[config.mk]
export PLATFORM = sky130hd
export DESIGN_NAME = arm_instr_encoder_flat
export DESIGN_NICKNAME = d
export VERILOG_FILES = /design/src/rtl/arm_instr_encoder_if.sv /design/src/rtl/arm_instr_encoder.sv /design/src/flat_wrapper.sv
export SDC_FILE = /design/constraint.sdc
export NUM_CORES = 1
export LEC_CHECK = 0
export BUFFER_PORTS_ARGS = -buffer_cell sky130_fd_sc_hd__buf_2
export CAP_MARGIN = 20
export CORE_MARGIN = 2
export CORE_UTILIZATION = 47
export DETAILED_ROUTE_END_ITERATION = 7
export PLACE_DENSITY = 0.73
export RECOVER_POWER = 100
export SETUP_SLACK_MARGIN = 0.3
export SLEW_MARGIN = 10
export SYNTH_ARGS = -nofsm -noshare
export SYNTH_HDL_FRONTEND = slang
export SYNTH_SLANG_ARGS = --single-unit
[constraint.sdc]
create_clock -name clk -period 5 [get_ports clk]
set_clock_uncertainty 0.15 [all_clocks]
set_input_delay 0.75 -clock clk [delete_from_list [all_inputs] [get_ports clk]]
set_output_delay 0.75 -clock clk [all_outputs]
set_load 0.02 [all_outputs]
[src/rtl/arm_instr_encoder_if.sv]
// Request/response bundle between the instruction encoder and its producer/consumer.
// The encoder takes the slave modport; the test-program loader drives the master side.
interface arm_instr_encoder_if #(
    parameter int ADDR_W = 32
);
    logic              req_valid;
    logic              req_ready;
    logic [3:0]        req_cond;
    logic [1:0]        req_op;
    logic [5:0]        req_funct;
    logic [3:0]        req_rn;
    logic [3:0]        req_rd;
    logic [3:0]        req_rm;
    logic [31:0]       req_imm;
    logic              out_valid;
    logic              out_ready;
    logic [31:0]       out_instr;
    logic [ADDR_W-1:0] out_addr;
    logic              out_err;

    modport master (
        output req_valid, req_cond, req_op, req_funct, req_rn, req_rd, req_rm, req_imm,
        output out_ready,
        input  req_ready, out_valid, out_instr, out_addr, out_err
    );

    modport slave (
        input  req_valid, req_cond, req_op, req_funct, req_rn, req_rd, req_rm, req_imm,
        input  out_ready,
        output req_ready, out_valid, out_instr, out_addr, out_err
    );
endinterface

[src/rtl/arm_instr_encoder.sv]
// Sequential ARM instruction encoder: turns one instruction description into a
// 32-bit machine word plus a word-aligned write address for instruction memory.
module arm_instr_encoder #(
    parameter int                ADDR_W    = 32,
    parameter logic [ADDR_W-1:0] BASE_ADDR = '0
) (
    input logic                 clk,
    input logic                 reset,
    arm_instr_encoder_if.slave  bus
);
    typedef enum logic [1:0] {IDLE, SEARCH, EMIT} state_t;

    state_t            state;
    logic [3:0]        cond_q;
    logic [5:0]        funct_q;
    logic [3:0]        rn_q;
    logic [3:0]        rd_q;
    logic [31:0]       imm_q;
    logic [3:0]        rot_q;
    logic              req_ready_q;
    logic              out_valid_q;
    logic              out_err_q;
    logic [31:0]       instr_q;
    logic [ADDR_W-1:0] addr_q;

    logic [31:0]       rotated;
    logic              match;

    function automatic logic [31:0] rol(input logic [31:0] x, input logic [4:0] sh);
        logic [63:0] d;
        d = {x, x} << sh;
        return d[63:32];
    endfunction

    // Requests the decoder would not reproduce exactly: illegal class, or a
    // compare-class DP op without S (it would decode as a different instruction).
    function automatic logic bad_req(input logic [1:0] op, input logic [5:0] funct);
        return (op == 2'b11) || (op == 2'b00 && funct[4:3] == 2'b10 && !funct[0]);
    endfunction

    function automatic logic [31:0] encode(input logic [3:0] cond, input logic [1:0] op,
                                           input logic [5:0] funct, input logic [3:0] rn,
                                           input logic [3:0] rd, input logic [3:0] rm,
                                           input logic [31:0] imm, input logic [11:0] rot_field);
        logic [3:0]  rn_e;
        logic [3:0]  rd_e;
        logic [11:0] low;
        logic [31:0] word;
        rn_e = rn;
        rd_e = rd;
        low  = {8'h00, rm};
        word = 32'h0;
        case (op)
            2'b00: begin
                if (funct[4:1] == 4'b1101) rn_e = 4'h0;
                if (funct[4:3] == 2'b10)   rd_e = 4'h0;
                if (funct[5])              low  = rot_field;
                word = {cond, op, funct, rn_e, rd_e, low};
            end
            2'b01: begin
                if (!funct[5]) low = imm[11:0];
                word = {cond, op, funct, rn, rd, low};
            end
            2'b10:   word = {cond, 2'b10, 1'b1, funct[4], imm[23:0]};
            default: word = 32'h0;
        endcase
        return word;
    endfunction

    assign rotated = rol(imm_q, {rot_q, 1'b0});
    assign match   = (rotated[31:8] == 24'h0);

    always_ff @(posedge clk or negedge reset) begin
        if (!reset) begin
            state       <= IDLE;
            req_ready_q <= 1'b1;
            out_valid_q <= 1'b0;
            out_err_q   <= 1'b0;
            instr_q     <= 32'h0;
            addr_q      <= BASE_ADDR;
            rot_q       <= 4'h0;
            cond_q      <= 4'h0;
            funct_q     <= 6'h0;
            rn_q        <= 4'h0;
            rd_q        <= 4'h0;
            imm_q       <= 32'h0;
        end else begin
            case (state)
                // Accept: latch fields; immediate DP goes to the rotation search
                IDLE: begin
                    if (bus.req_valid) begin
                        cond_q      <= bus.req_cond;
                        funct_q     <= bus.req_funct;
                        rn_q        <= bus.req_rn;
                        rd_q        <= bus.req_rd;
                        imm_q       <= bus.req_imm;
                        rot_q       <= 4'h0;
                        req_ready_q <= 1'b0;
                        if (bus.req_op == 2'b00 && bus.req_funct[5]) begin
                            state <= SEARCH;
                        end else begin
                            instr_q     <= encode(bus.req_cond, bus.req_op, bus.req_funct,
                                                  bus.req_rn, bus.req_rd, bus.req_rm,
                                                  bus.req_imm, 12'h000);
                            out_err_q   <= bad_req(bus.req_op, bus.req_funct);
                            out_valid_q <= 1'b1;
                            state       <= EMIT;
                        end
                    end
                end
                // Search: one even rotation tested per cycle, first hit wins
                SEARCH: begin
                    if (match || rot_q == 4'hF) begin
                        instr_q     <= encode(cond_q, 2'b00, funct_q, rn_q, rd_q, 4'h0, imm_q,
                                              match ? {rot_q, rotated[7:0]} : 12'h000);
                        out_err_q   <= !match || bad_req(2'b00, funct_q);
                        out_valid_q <= 1'b1;
                        state       <= EMIT;
                    end else begin
                        rot_q <= rot_q + 4'h1;
                    end
                end
                // Emit: hold word and address until the consumer takes them
                EMIT: begin
                    if (bus.out_ready) begin
                        addr_q      <= addr_q + ADDR_W'(4);
                        out_valid_q <= 1'b0;
                        out_err_q   <= 1'b0;
                        req_ready_q <= 1'b1;
                        state       <= IDLE;
                    end
                end
                default: begin
                    state       <= IDLE;
                    req_ready_q <= 1'b1;
                    out_valid_q <= 1'b0;
                end
            endcase
        end
    end

    assign bus.req_ready = req_ready_q;
    assign bus.out_valid = out_valid_q;
    assign bus.out_instr = instr_q;
    assign bus.out_addr  = addr_q;
    assign bus.out_err   = out_err_q;
endmodule

[src/flat_wrapper.sv]
// flat-port wrapper written by rule: the top's interface ports become plain ports
module arm_instr_encoder_flat 
#(
    parameter int                ADDR_W    = 32,
    parameter logic [ADDR_W-1:0] BASE_ADDR = '0
)
  (clk, reset, bus_req_valid, bus_req_cond, bus_req_op, bus_req_funct, bus_req_rn, bus_req_rd, bus_req_rm, bus_req_imm, bus_out_ready, bus_req_ready, bus_out_valid, bus_out_instr, bus_out_addr, bus_out_err);
  arm_instr_encoder_if #(.ADDR_W(ADDR_W)) bus_i ();
  input logic clk;
  input logic reset;
  input wire logic [$bits(bus_i.req_valid)-1:0] bus_req_valid;
  input wire logic [$bits(bus_i.req_cond)-1:0] bus_req_cond;
  input wire logic [$bits(bus_i.req_op)-1:0] bus_req_op;
  input wire logic [$bits(bus_i.req_funct)-1:0] bus_req_funct;
  input wire logic [$bits(bus_i.req_rn)-1:0] bus_req_rn;
  input wire logic [$bits(bus_i.req_rd)-1:0] bus_req_rd;
  input wire logic [$bits(bus_i.req_rm)-1:0] bus_req_rm;
  input wire logic [$bits(bus_i.req_imm)-1:0] bus_req_imm;
  input wire logic [$bits(bus_i.out_ready)-1:0] bus_out_ready;
  output wire logic [$bits(bus_i.req_ready)-1:0] bus_req_ready;
  output wire logic [$bits(bus_i.out_valid)-1:0] bus_out_valid;
  output wire logic [$bits(bus_i.out_instr)-1:0] bus_out_instr;
  output wire logic [$bits(bus_i.out_addr)-1:0] bus_out_addr;
  output wire logic [$bits(bus_i.out_err)-1:0] bus_out_err;
  assign bus_i.req_valid = bus_req_valid;
  assign bus_i.req_cond = bus_req_cond;
  assign bus_i.req_op = bus_req_op;
  assign bus_i.req_funct = bus_req_funct;
  assign bus_i.req_rn = bus_req_rn;
  assign bus_i.req_rd = bus_req_rd;
  assign bus_i.req_rm = bus_req_rm;
  assign bus_i.req_imm = bus_req_imm;
  assign bus_i.out_ready = bus_out_ready;
  assign bus_req_ready = bus_i.req_ready;
  assign bus_out_valid = bus_i.out_valid;
  assign bus_out_instr = bus_i.out_instr;
  assign bus_out_addr = bus_i.out_addr;
  assign bus_out_err = bus_i.out_err;
  arm_instr_encoder #(.ADDR_W(ADDR_W), .BASE_ADDR(BASE_ADDR)) u_core (.clk(clk), .reset(reset), .bus(bus_i));
endmodule
# == Yosys cells after proc, flatten, opt, wreduce, memory -nomap -nowiden ==
# Cells that the tools add are included.
# W data, S select, Z words.
# op_classes
n_addsub,2
n_eq_ne,15
shifts,1
muxes,33
bitwise_logic,1
n_reduce_logical,23
# ops
operator,n
$mux W32,3
$pmux W32 S3,1
$pmux W32 S2,1
$shl A64 B5 Y64,1
$mux W12,3
$add A32 B3 Y32 const B,1
$mux W4,7
$logic_not A24 Y1,1
$eq A4 B4 Y1 const B,3
$eq A2 B2 Y1 const B,5
$mux W1,9
$pmux W1 S3,3
$reduce_and A3 Y1,3
$mux W2,4
$ne A2 B2 Y1 const B,4
$pmux W4 S2,1
$reduce_and A4 Y1,2
$pmux W2 S3,1
$reduce_and A5 Y1,1
$add A4 B1 Y4 const B,1
$eq A2 B1 Y1 const B,2
$logic_and A1 B1 Y1,4
$logic_not A2 Y1,2
$reduce_and A2 Y1,2
other kinds (6),10
# word_totals
regBits,123
inputBits,60
out_inout_bits,67
elab_cells,87

# == Longest topological paths before layout ==
# Gate-level depths: netlist of run 1.
# logic_depth
depth_word,7
mapped_depth,12
depth_no_buf,9

# == Worst setup path before layout of run 1 ==
# Ideal clock, no wire load.
# synth_path
kind,flip-flop to flip-flop
startpoint,register u_core.rot_q[0]
endpoint,register u_core.instr_q[18] (netlist: u_core.bus.out_instr[18])
setup_ns,0.128
arrival_time_ns,2.913
t_required_ns,4.722
setup_slack_ns,1.809
path_stages_with_launch,11
n_path_buf,2
synth_period_minus_slack_ns,3.191
path_cell_list,dfrtp_1 buf_6 mux4_2 or4_1 a2111oi_0 o2bb2a_1 nand2_2 o21ai_4 o21ai_2 buf_6 mux2_1
# synth_via
elab_chain_len,5
elab_cells_between_ends,6
classes_between,eq/ne (2); shift (1); reduce/logical (3)
# synth_rtl
element,line,text
"start, declared",arm_instr_encoder.sv:19,logic [3:0] rot_q;
"start signal, assigned",arm_instr_encoder.sv:120,rot_q <= rot_q + 4'h1;
$shl A64 B5 Y64,arm_instr_encoder.sv:31,"d = {x, x} << sh;"
$logic_not A24 Y1,arm_instr_encoder.sv:71,assign match = (rotated[31:8] == 24'h0);
$logic_or A1 B1 Y1 *,arm_instr_encoder.sv:113,if (match || rot_q == 4'hF) begin
$ne A2 B1 Y1 (no source line) *,-,
$reduce_and A4 Y1 (no source line) *,-,
"end signal, assigned",arm_instr_encoder.sv:102,"instr_q <= encode(bus.req_cond, bus.req_op, bus.req_funct,"
"end signal, assigned",arm_instr_encoder.sv:114,"instr_q <= encode(cond_q, 2'b00, funct_q, rn_q, rd_q, 4'h0, imm_q,"
"end, declared",arm_instr_encoder.sv:23,logic [31:0] instr_q;
# Every way passes the cells marked *; elsewhere a longest branch is shown, timed or not.
# A chain may end at the register's enable or synchronous reset.

# == Worst setup path in the final report of run 1 ==
# layout_path
startpoint,register u_core.rot_q[0]
endpoint,register u_core.instr_q[9] (netlist: u_core.bus.out_instr[9])
# layout_via
elab_chain_len,6
elab_cells_between_ends,10
classes_between,eq/ne (2); shift (1); mux (4); reduce/logical (3)
# layout_rtl
element,line,text
$shl A64 B5 Y64,arm_instr_encoder.sv:31,
$logic_not A24 Y1,arm_instr_encoder.sv:71,
$mux W12,arm_instr_encoder.sv:115,"match ? {rot_q, rotated[7:0]} : 12'h000);"
$mux W12,arm_instr_encoder.sv:57,if (funct[5]) low = rot_field;
$mux W32,arm_instr_encoder.sv:113,
$pmux W32 S2,arm_instr_encoder.sv:88,case (state)
# Several ways; a longest one is shown, not always the timed one. The select of a mux whose other input is x is not followed.

==> impl_metrics.env, run 1 <==
export IMPL_outcome="finished, violations left"
export IMPL_violations="capacitance limit, slew limit"
export IMPL_drc=0
export IMPL_die_height_um=128
export IMPL_cts_buffer_depth=2
export IMPL_grt_pass1_wl_um=31900
export IMPL_start_util_pct=47.9
export IMPL_insertion_delay_ns=0.42
export IMPL_crit_family="multiplexers"
export IMPL_synth_edf_count=0
export IMPL_cts_buffers_inserted=17
export IMPL_synth_top_area_share_pct=41.4
export IMPL_areaGrowthSynthToFinish_pct=17.2
export IMPL_grt_overflow=0
export IMPL_ir_worst_vdd_mv=0.313
export IMPL_grt_setup_unrepaired="false"
export IMPL_hold_viol_final=0
export IMPL_grt_max_degree=85
export IMPL_crit_slowest_cell="dfrtp_1"
export IMPL_cts_sinks=121
export IMPL_via_per_inst=6.02
export IMPL_final_setup_viol_count=0
export IMPL_fin_nets=837
export IMPL_max_stage_delay_ns=0.68
export IMPL_max_freq_mhz=229
export IMPL_core_area_mm2=0.0151
export IMPL_synth_largest_area_cell="dfrtp_1"
export IMPL_worstSetupPathType="register to register"
export IMPL_p_leak_nw=3.53
export IMPL_max_slew_worst_pin_slew_ns=2.65
export IMPL_crit_required_ns=5.15
export IMPL_synth_top_cells_by_count="dfrtp_1 (120), mux2_2 (82), nor2_1 (48)"
export IMPL_vias=5849
export IMPL_post_cts_resized=0
export IMPL_grt_usage_pct=25.1
export IMPL_htree_levels=4
export IMPL_synth_seq_area_share_pct=41.8
export IMPL_dieArea_mm2=0.0164
export IMPL_grt_pass1_vias=5995
export IMPL_io_pins=127
export IMPL_io_buffers=124
export IMPL_fillers=1343
export IMPL_finalCritPeriodShare_pct=87.3
export IMPL_critPathCaptureType="register"
export IMPL_arrival_ns=4.51
export IMPL_cts_clk_slew_worst_paths_ns=0.05
export IMPL_synth_cell_type_count=64
export IMPL_synth_avg_cell_area_um2=11.1
export IMPL_pre_cts_ws_ns=0.621
export IMPL_ys_ff_latch=121
export IMPL_synthCells=652
export IMPL_wl_um=19600
export IMPL_async_reset_ff_share_pct=100
export IMPL_cts_tree="done"
export IMPL_core_rowCount=45
export IMPL_drive_gt1_share_pct=28.0
export IMPL_critPathBufInv=2
export IMPL_wl_per_cell_um=20.2
export IMPL_cp_max_fo=29
export IMPL_diodes=0
export IMPL_final_antenna_net_count=0
export IMPL_max_cap_violations=2
export IMPL_p_per_area_mw_per_mm2=572
export IMPL_cts_hold_buf=0
export IMPL_cts_setup_buffers=0
export IMPL_min_period_ns=4.37
export IMPL_netlist_area_mm2=0.00725
export IMPL_finalWeightedCongestion=0.971
export IMPL_dp_hpwl_um=14200
export IMPL_path_cells="buf_4, mux4_2, mux2i_1, o211ai_1, nor4_1, a32oi_1, o21ai_4, o21ai_2, clkbuf_1, mux2_2"
export IMPL_slew_headroom_pct=-77.0
export IMPL_slew_violations=87
export IMPL_firstDrtPassIters=8
export IMPL_synth_most_common_cell="dfrtp_1"
export IMPL_antenna_found_initial=0
export IMPL_yosys_most_used_dff="dfrtp_1"
export IMPL_yosys_warnings=0
export IMPL_setup_ws_ns=0.633
export IMPL_tns_ns=0
export IMPL_drtIter0Drc=487
export IMPL_die_w_um=128
export IMPL_root_buffer="clkbuf_16"
export IMPL_hold_path_class="register to register"
export IMPL_netlist_top_cells_area="dfrtp_1 (41%), mux2_2 (13%), mux4_2 (7.5%)"
export IMPL_crit_path_start_kind="register"
cell type report:
| type | count | area (um2) | share of cell area (%) |
|---|---|---|---|
| multi-input combinational | 482 | 3970 | 46.8 |
| clock inverter | 10 | 95.1 | 1.12 |
| sequential | 121 | 3030 | 35.7 |
| inverter | 9 | 33.8 | 0.398 |
| timing repair buffer | 140 | 668 | 7.87 |
| tap | 188 | 235 | 2.77 |
| clock buffer | 21 | 460 | 5.42 |
worst register-to-register path: stages, from the launching register on:
cell	delay, ns
dfrtp_1	0.68
buf_4	0.47
mux4_2	0.58
mux2i_1	0.20
o211ai_1	0.15
nor4_1	0.48
a32oi_1	0.26
o21ai_4	0.31
o21ai_2	0.19
clkbuf_1	0.38
mux2_2	0.39
logic make-up after synthesis:
| family | share of synthesized area, % |
|---|---|
| AND/OR/NAND/NOR | 12.2 |
| multiplexers | 27.0 |
| flip-flops | 41.8 |
| AO/OA/AOI/OAI | 10.9 |
| buffers and inverters | 3.50 |
| XOR/XNOR | 3.50 |
| adder cells (fa/ha/maj) | 1.04 |
| other | 0.0517 |
path summary, 6_finish.rpt:
| check | slack [ns] | end | startpoint | depth (start not counted) |
|---|---|---|---|---|
| max in group asynchronous | 1.63 | u_core.bus.out_instr[23]$_DFFE_PN0P_ | reset | 2 |
| setup / recovery | 0.63 | u_core.bus.out_instr[9]$_DFFE_PN0P_ | u_core.rot_q[0]$_DFFE_PN0P_ | 10 |
| setup reg to reg | 0.63 | u_core.bus.out_instr[9]$_DFFE_PN0P_ | u_core.rot_q[0]$_DFFE_PN0P_ | 10 |
| hold / removal | 0.33 | u_core.bus.req_ready$_DFFE_PN1P_ | u_core.bus.req_ready$_DFFE_PN1P_ | 2 |
| min in group asynchronous | 1.01 | u_core.bus.out_instr[17]$_DFFE_PN0P_ | reset | 1 |
| hold reg to reg | 0.33 | u_core.bus.req_ready$_DFFE_PN1P_ | u_core.bus.req_ready$_DFFE_PN1P_ | 2 |
metal layers:
layer | share of wire [%] | global-route usage [%] | wire length, um
met4 | 2.0 | 9.31 | 391
met1 | 42 | 32.3 | 8290
met5 | 0 | 0 | 0
met3 | 5.5 | 5.84 | 1090
met2 | 50 | 41.5 | 9860
registers in the layout, summed over array words and instances (netlist names), 4 cells and up:
signal,flops
u_core.funct_q,6
u_core.rd_q,4
u_core.rot_q,4
u_core.cond_q,4
u_core.rn_q,4
u_core.bus.out_instr,32
u_core.bus.out_addr,30
u_core.imm_q,32
power by group:
| part | internal [W] | total, W | switching (W) |
|---|---|---|---|
| clock | 0.000707 | 0.00116 | 0.000453 |
| combinational | 0.000906 | 0.00191 | 0.00101 |
| sequential | 0.00135 | 0.00179 | 0.000433 |
stage by stage:
| step | area (um2) | cells | power [W] | hold slack, ns | utilization [%] |
|---|---|---|---|---|---|
| CTS | 8560 | 969 | 0.00489 | 0.328 | 56.5 |
| floorplan | 7250 | 653 | 0.00309 | 0.304 | - |
| detailed placement | 8000 | 938 | 0.00371 | 0.317 | 52.8 |
| finish | 8490 | 971 | 0.00486 | 0.331 | 56.1 |
| global route | 8490 | 971 | 0.00514 | 0.350 | 56.1 |
| global placement | 8000 | 938 | 0.00366 | 0.302 | 52.8 |
layout by cell type (no fill, tap or decap), types with 3 or more instances in the layout:
| cell type | Yosys | routed |
|---|---|---|
| nand2_1 | 47 | 47 |
| xnor2_1 | 22 | 22 |
| a2111oi_0 | 5 | 5 |
| and4_1 | 5 | 5 |
| xor2_1 | 7 | 7 |
| nor2_1 | 48 | 48 |
| nand3_1 | 23 | 23 |
| dfrtp_1 | 120 | 119 |
| clkbuf_1 | 23 | 70 |
| o31ai_1 | 4 | 4 |
| a21oi_1 | 21 | 21 |
| mux4_2 | 24 | 24 |
| o21ai_0 | 25 | 25 |
| clkinvlp_4 | 0 | 5 |
| mux2i_1 | 33 | 33 |
| nand4_1 | 11 | 11 |
| ha_1 | 6 | 6 |
| mux2_1 | 12 | 12 |
| nand4b_1 | 3 | 3 |
| buf_4 | 6 | 11 |
| and3_1 | 3 | 3 |
| a22o_1 | 12 | 12 |
| inv_1 | 7 | 7 |
| a211oi_1 | 5 | 5 |
| buf_2 | 5 | 58 |
| a22oi_1 | 16 | 16 |
| nand2b_1 | 5 | 5 |
| nor2b_1 | 5 | 5 |
| mux2_2 | 82 | 82 |
| nor3_1 | 13 | 13 |
| clkbuf_16 | 0 | 17 |
| nor3b_1 | 4 | 4 |
| nor4_1 | 3 | 3 |
Note: power is estimated with default switching activity, not from simulation.
==> run 2: changes to the inputs <==
- CTS_BUF_LIST: not set -> sky130_fd_sc_hd__clkbuf_8
- SKIP_CTS_REPAIR_TIMING: not set -> 1
- clock period: 5 -> 5.25 ns (I/O delays scaled with it)
==> run 2 against run 1 <==
The run still ends with capacitance limit, slew limit left. Register-to-register slack improved by 0.11 ns. Core utilization shrank 0.99 points. Clock power decreased by 27%. Highest routed layer is now met5. Critical path type unchanged. Hold slack lost 0.0081 ns. Critical path depth did not move. Sequential share of layout area rose by 0.64 points. Total power is 10% lower. Largest cell class unchanged. Flip-flop and latch count unchanged. First-iteration DRC count down 13%. Global-route usage is 0.85 points lower. Design area decreased by 1.8%.
==> impl_metrics.env, run 2 (synthesis gave the netlist of run 1 again) <==
export IMPL_reg2reg_depth=10
export IMPL_drc=0
export IMPL_rr_endpoint="u_core.bus.out_instr[12]$_DFFE_PN0P_"
export IMPL_areaGrowthSynthToFinish_pct=15.1
export IMPL_max_cap_violations=2
export IMPL_final_common_cell="dfrtp_1"
export IMPL_firstDrtPassIters=5
export IMPL_cts_clk_slew_worst_paths_ns=0.08
export IMPL_core_area_mm2=0.0151
export IMPL_min_period_ns=4.51
export IMPL_insertion_delay_ns=0.44
export IMPL_arrival_ns=4.67
export IMPL_grt_overflow=0
export IMPL_grtUsageMet1_pct=31.8
export IMPL_dieArea_mm2=0.0164
export IMPL_io_buffers=124
export IMPL_vias=5807
export IMPL_hold_path_class="register to register"
export IMPL_root_buffer="clkbuf_8"
export IMPL_grt_busiest_layer="met2"
export IMPL_hold_ws_ns=0.323
export IMPL_cts_buffer_depth=2
export IMPL_io_pins=127
export IMPL_wl_per_cell_um=19.9
export IMPL_outcome="finished, violations left"
export IMPL_grt_pass1_wl_um=31000
export IMPL_hold_depth=2
export IMPL_grt_pass1_vias=5764
export IMPL_max_stage_delay_ns=0.94
export IMPL_grt_met2_usage_pct=38.6
export IMPL_wl_um=19300
export IMPL_htree_levels=4
export IMPL_finalCritPeriodShare_pct=85.8
export IMPL_slew_violations=91
export IMPL_tns_ns=0
export IMPL_crit_required_ns=5.42
export IMPL_final_antenna_net_count=0
export IMPL_crit_family="compound AO/OA/AOI/OAI gates"
export IMPL_core_rowCount=45
export IMPL_grt_usage_pct=24.3
export IMPL_via_per_inst=5.98
export IMPL_critPathCaptureType="register"
export IMPL_crit_slowest_cell="dfrtp_2"
export IMPL_cts_buffers_inserted=17
export IMPL_p_per_area_mw_per_mm2=523
export IMPL_cts_sinks=121
export IMPL_final_util_pct=55.1
export IMPL_start_util_pct=47.9
export IMPL_critPathBufInv=2
export IMPL_ir_worst_vdd_mv=0.385
export IMPL_min_from="u_core.bus.req_ready$_DFFE_PN1P_"
export IMPL_cp_max_fo=36
export IMPL_die_height_um=128
export IMPL_fillers=1347
export IMPL_grt_use_met3_pct=6.18
export IMPL_grt_max_degree=81
export IMPL_drive_gt1_share_pct=27.9
export IMPL_path_cells="buf_12, mux2_1, mux2i_1, a32oi_1, nor4_1, a32oi_1, o21ai_4, o21ai_0, buf_8, mux2_1"
export IMPL_grt_setup_unrepaired="false"
export IMPL_worstHoldEndpoint="u_core.bus.req_ready$_DFFE_PN1P_"
export IMPL_p_leak_nw=3.47
export IMPL_hold_viol_final=0
export IMPL_cts_tree="done"
export IMPL_finalWeightedCongestion=0.958
export IMPL_rrSetupSlack_ns=0.74
export IMPL_pre_cts_ws_ns=0.815
export IMPL_drtIter0Drc=426
export IMPL_die_w_um=128
export IMPL_max_slew_worst_pin_slew_ns=2.70
export IMPL_crit_reg2reg_launch="u_core.rot_q[1]$_DFFE_PN0P_"
export IMPL_worstSetupPathType="register to register"
export IMPL_dp_hpwl_um=14100
export IMPL_layout_common_cells="dfrtp_1 (119), mux2_2 (81), clkbuf_1 (68)"
export IMPL_max_freq_mhz=222
export IMPL_final_setup_viol_count=0
export IMPL_antenna_found_initial=3
export IMPL_violations="capacitance limit, slew limit"
export IMPL_setup_ws_ns=0.744
export IMPL_fin_nets=835
export IMPL_crit_path_start_kind="register"
export IMPL_slew_headroom_pct=-80.2
[run 2: cell types whose count changed in the layout (fill, tap and decap cells not counted), sizes merged, moves of 2 or more]
cell	delta
clkinvlp	-5
clkbuf	-4
buf	-2
clkinv	+5
inv	+4
[run 2: layout make-up]
class	count	area (um2)	area share (%)
clock inverter	15	165	1.98
clock buffer	17	234	2.80
multi-input combinational	482	3970	47.5
tap	188	235	2.82
sequential	121	3030	36.3
timing repair buffer	138	676	8.10
inverter	9	33.8	0.405
antenna	1	2.50	0.0300
[run 2: metrics by stage]
| stage | total power (W) | std cells | instance area [um2] |
|---|---|---|---|
| floorplan | 0.00294 | 653 | 7250 |
| global placement | 0.00348 | 936 | 8000 |
| detailed placement | 0.00354 | 936 | 8000 |
| CTS | 0.00440 | 968 | 8400 |
| global route | 0.00463 | 971 | 8340 |
| finish | 0.00436 | 971 | 8340 |
[run 2: worst register-to-register path: stages (launching register included)]
cell,delay [ns]
dfrtp_2,0.94
buf_12,0.30
mux2_1,0.39
mux2i_1,0.14
a32oi_1,0.13
nor4_1,0.68
a32oi_1,0.27
o21ai_4,0.30
o21ai_0,0.40
buf_8,0.33
mux2_1,0.34
[run 2: routing by layer]
| layer | share of wire, % | vias to the layer above |
|---|---|---|
| li1 | - | 2682 |
| met1 | 43 | 2889 |
| met2 | 49 | 191 |
| met3 | 5.1 | 41 |
| met4 | 2.8 | 4 |
| met5 | 0.26 | - |
[run 2: how the worst max path moves through the flow]
stage                                     start                              endpoint  cells past startpoint
finish              u_core.rot_q[1]$_DFFE_PN0P_  u_core.bus.out_instr[12]$_DFFE_PN0P_                     10
global route        u_core.rot_q[1]$_DFFE_PN0P_   u_core.bus.out_instr[9]$_DFFE_PN0P_                      8
CTS                 u_core.rot_q[1]$_DFFE_PN0P_   u_core.bus.out_instr[3]$_DFFE_PN0P_                      8
detailed placement  u_core.rot_q[1]$_DFFE_PN0P_   u_core.bus.out_instr[3]$_DFFE_PN0P_                      8
global placement    u_core.rot_q[1]$_DFFE_PN0P_   u_core.bus.out_instr[0]$_DFFE_PN0P_                      8
floorplan           u_core.rot_q[0]$_DFFE_PN0P_  u_core.bus.out_instr[18]$_DFFE_PN0P_                     10
[run 2: where the power goes]
group / total [W] / internal (W) / switching [W]
Sequential: 0.00170 / 0.00129 / 0.000409
Combinational: 0.00182 / 0.000868 / 0.000949
Clock: 0.000848 / 0.000432 / 0.000416
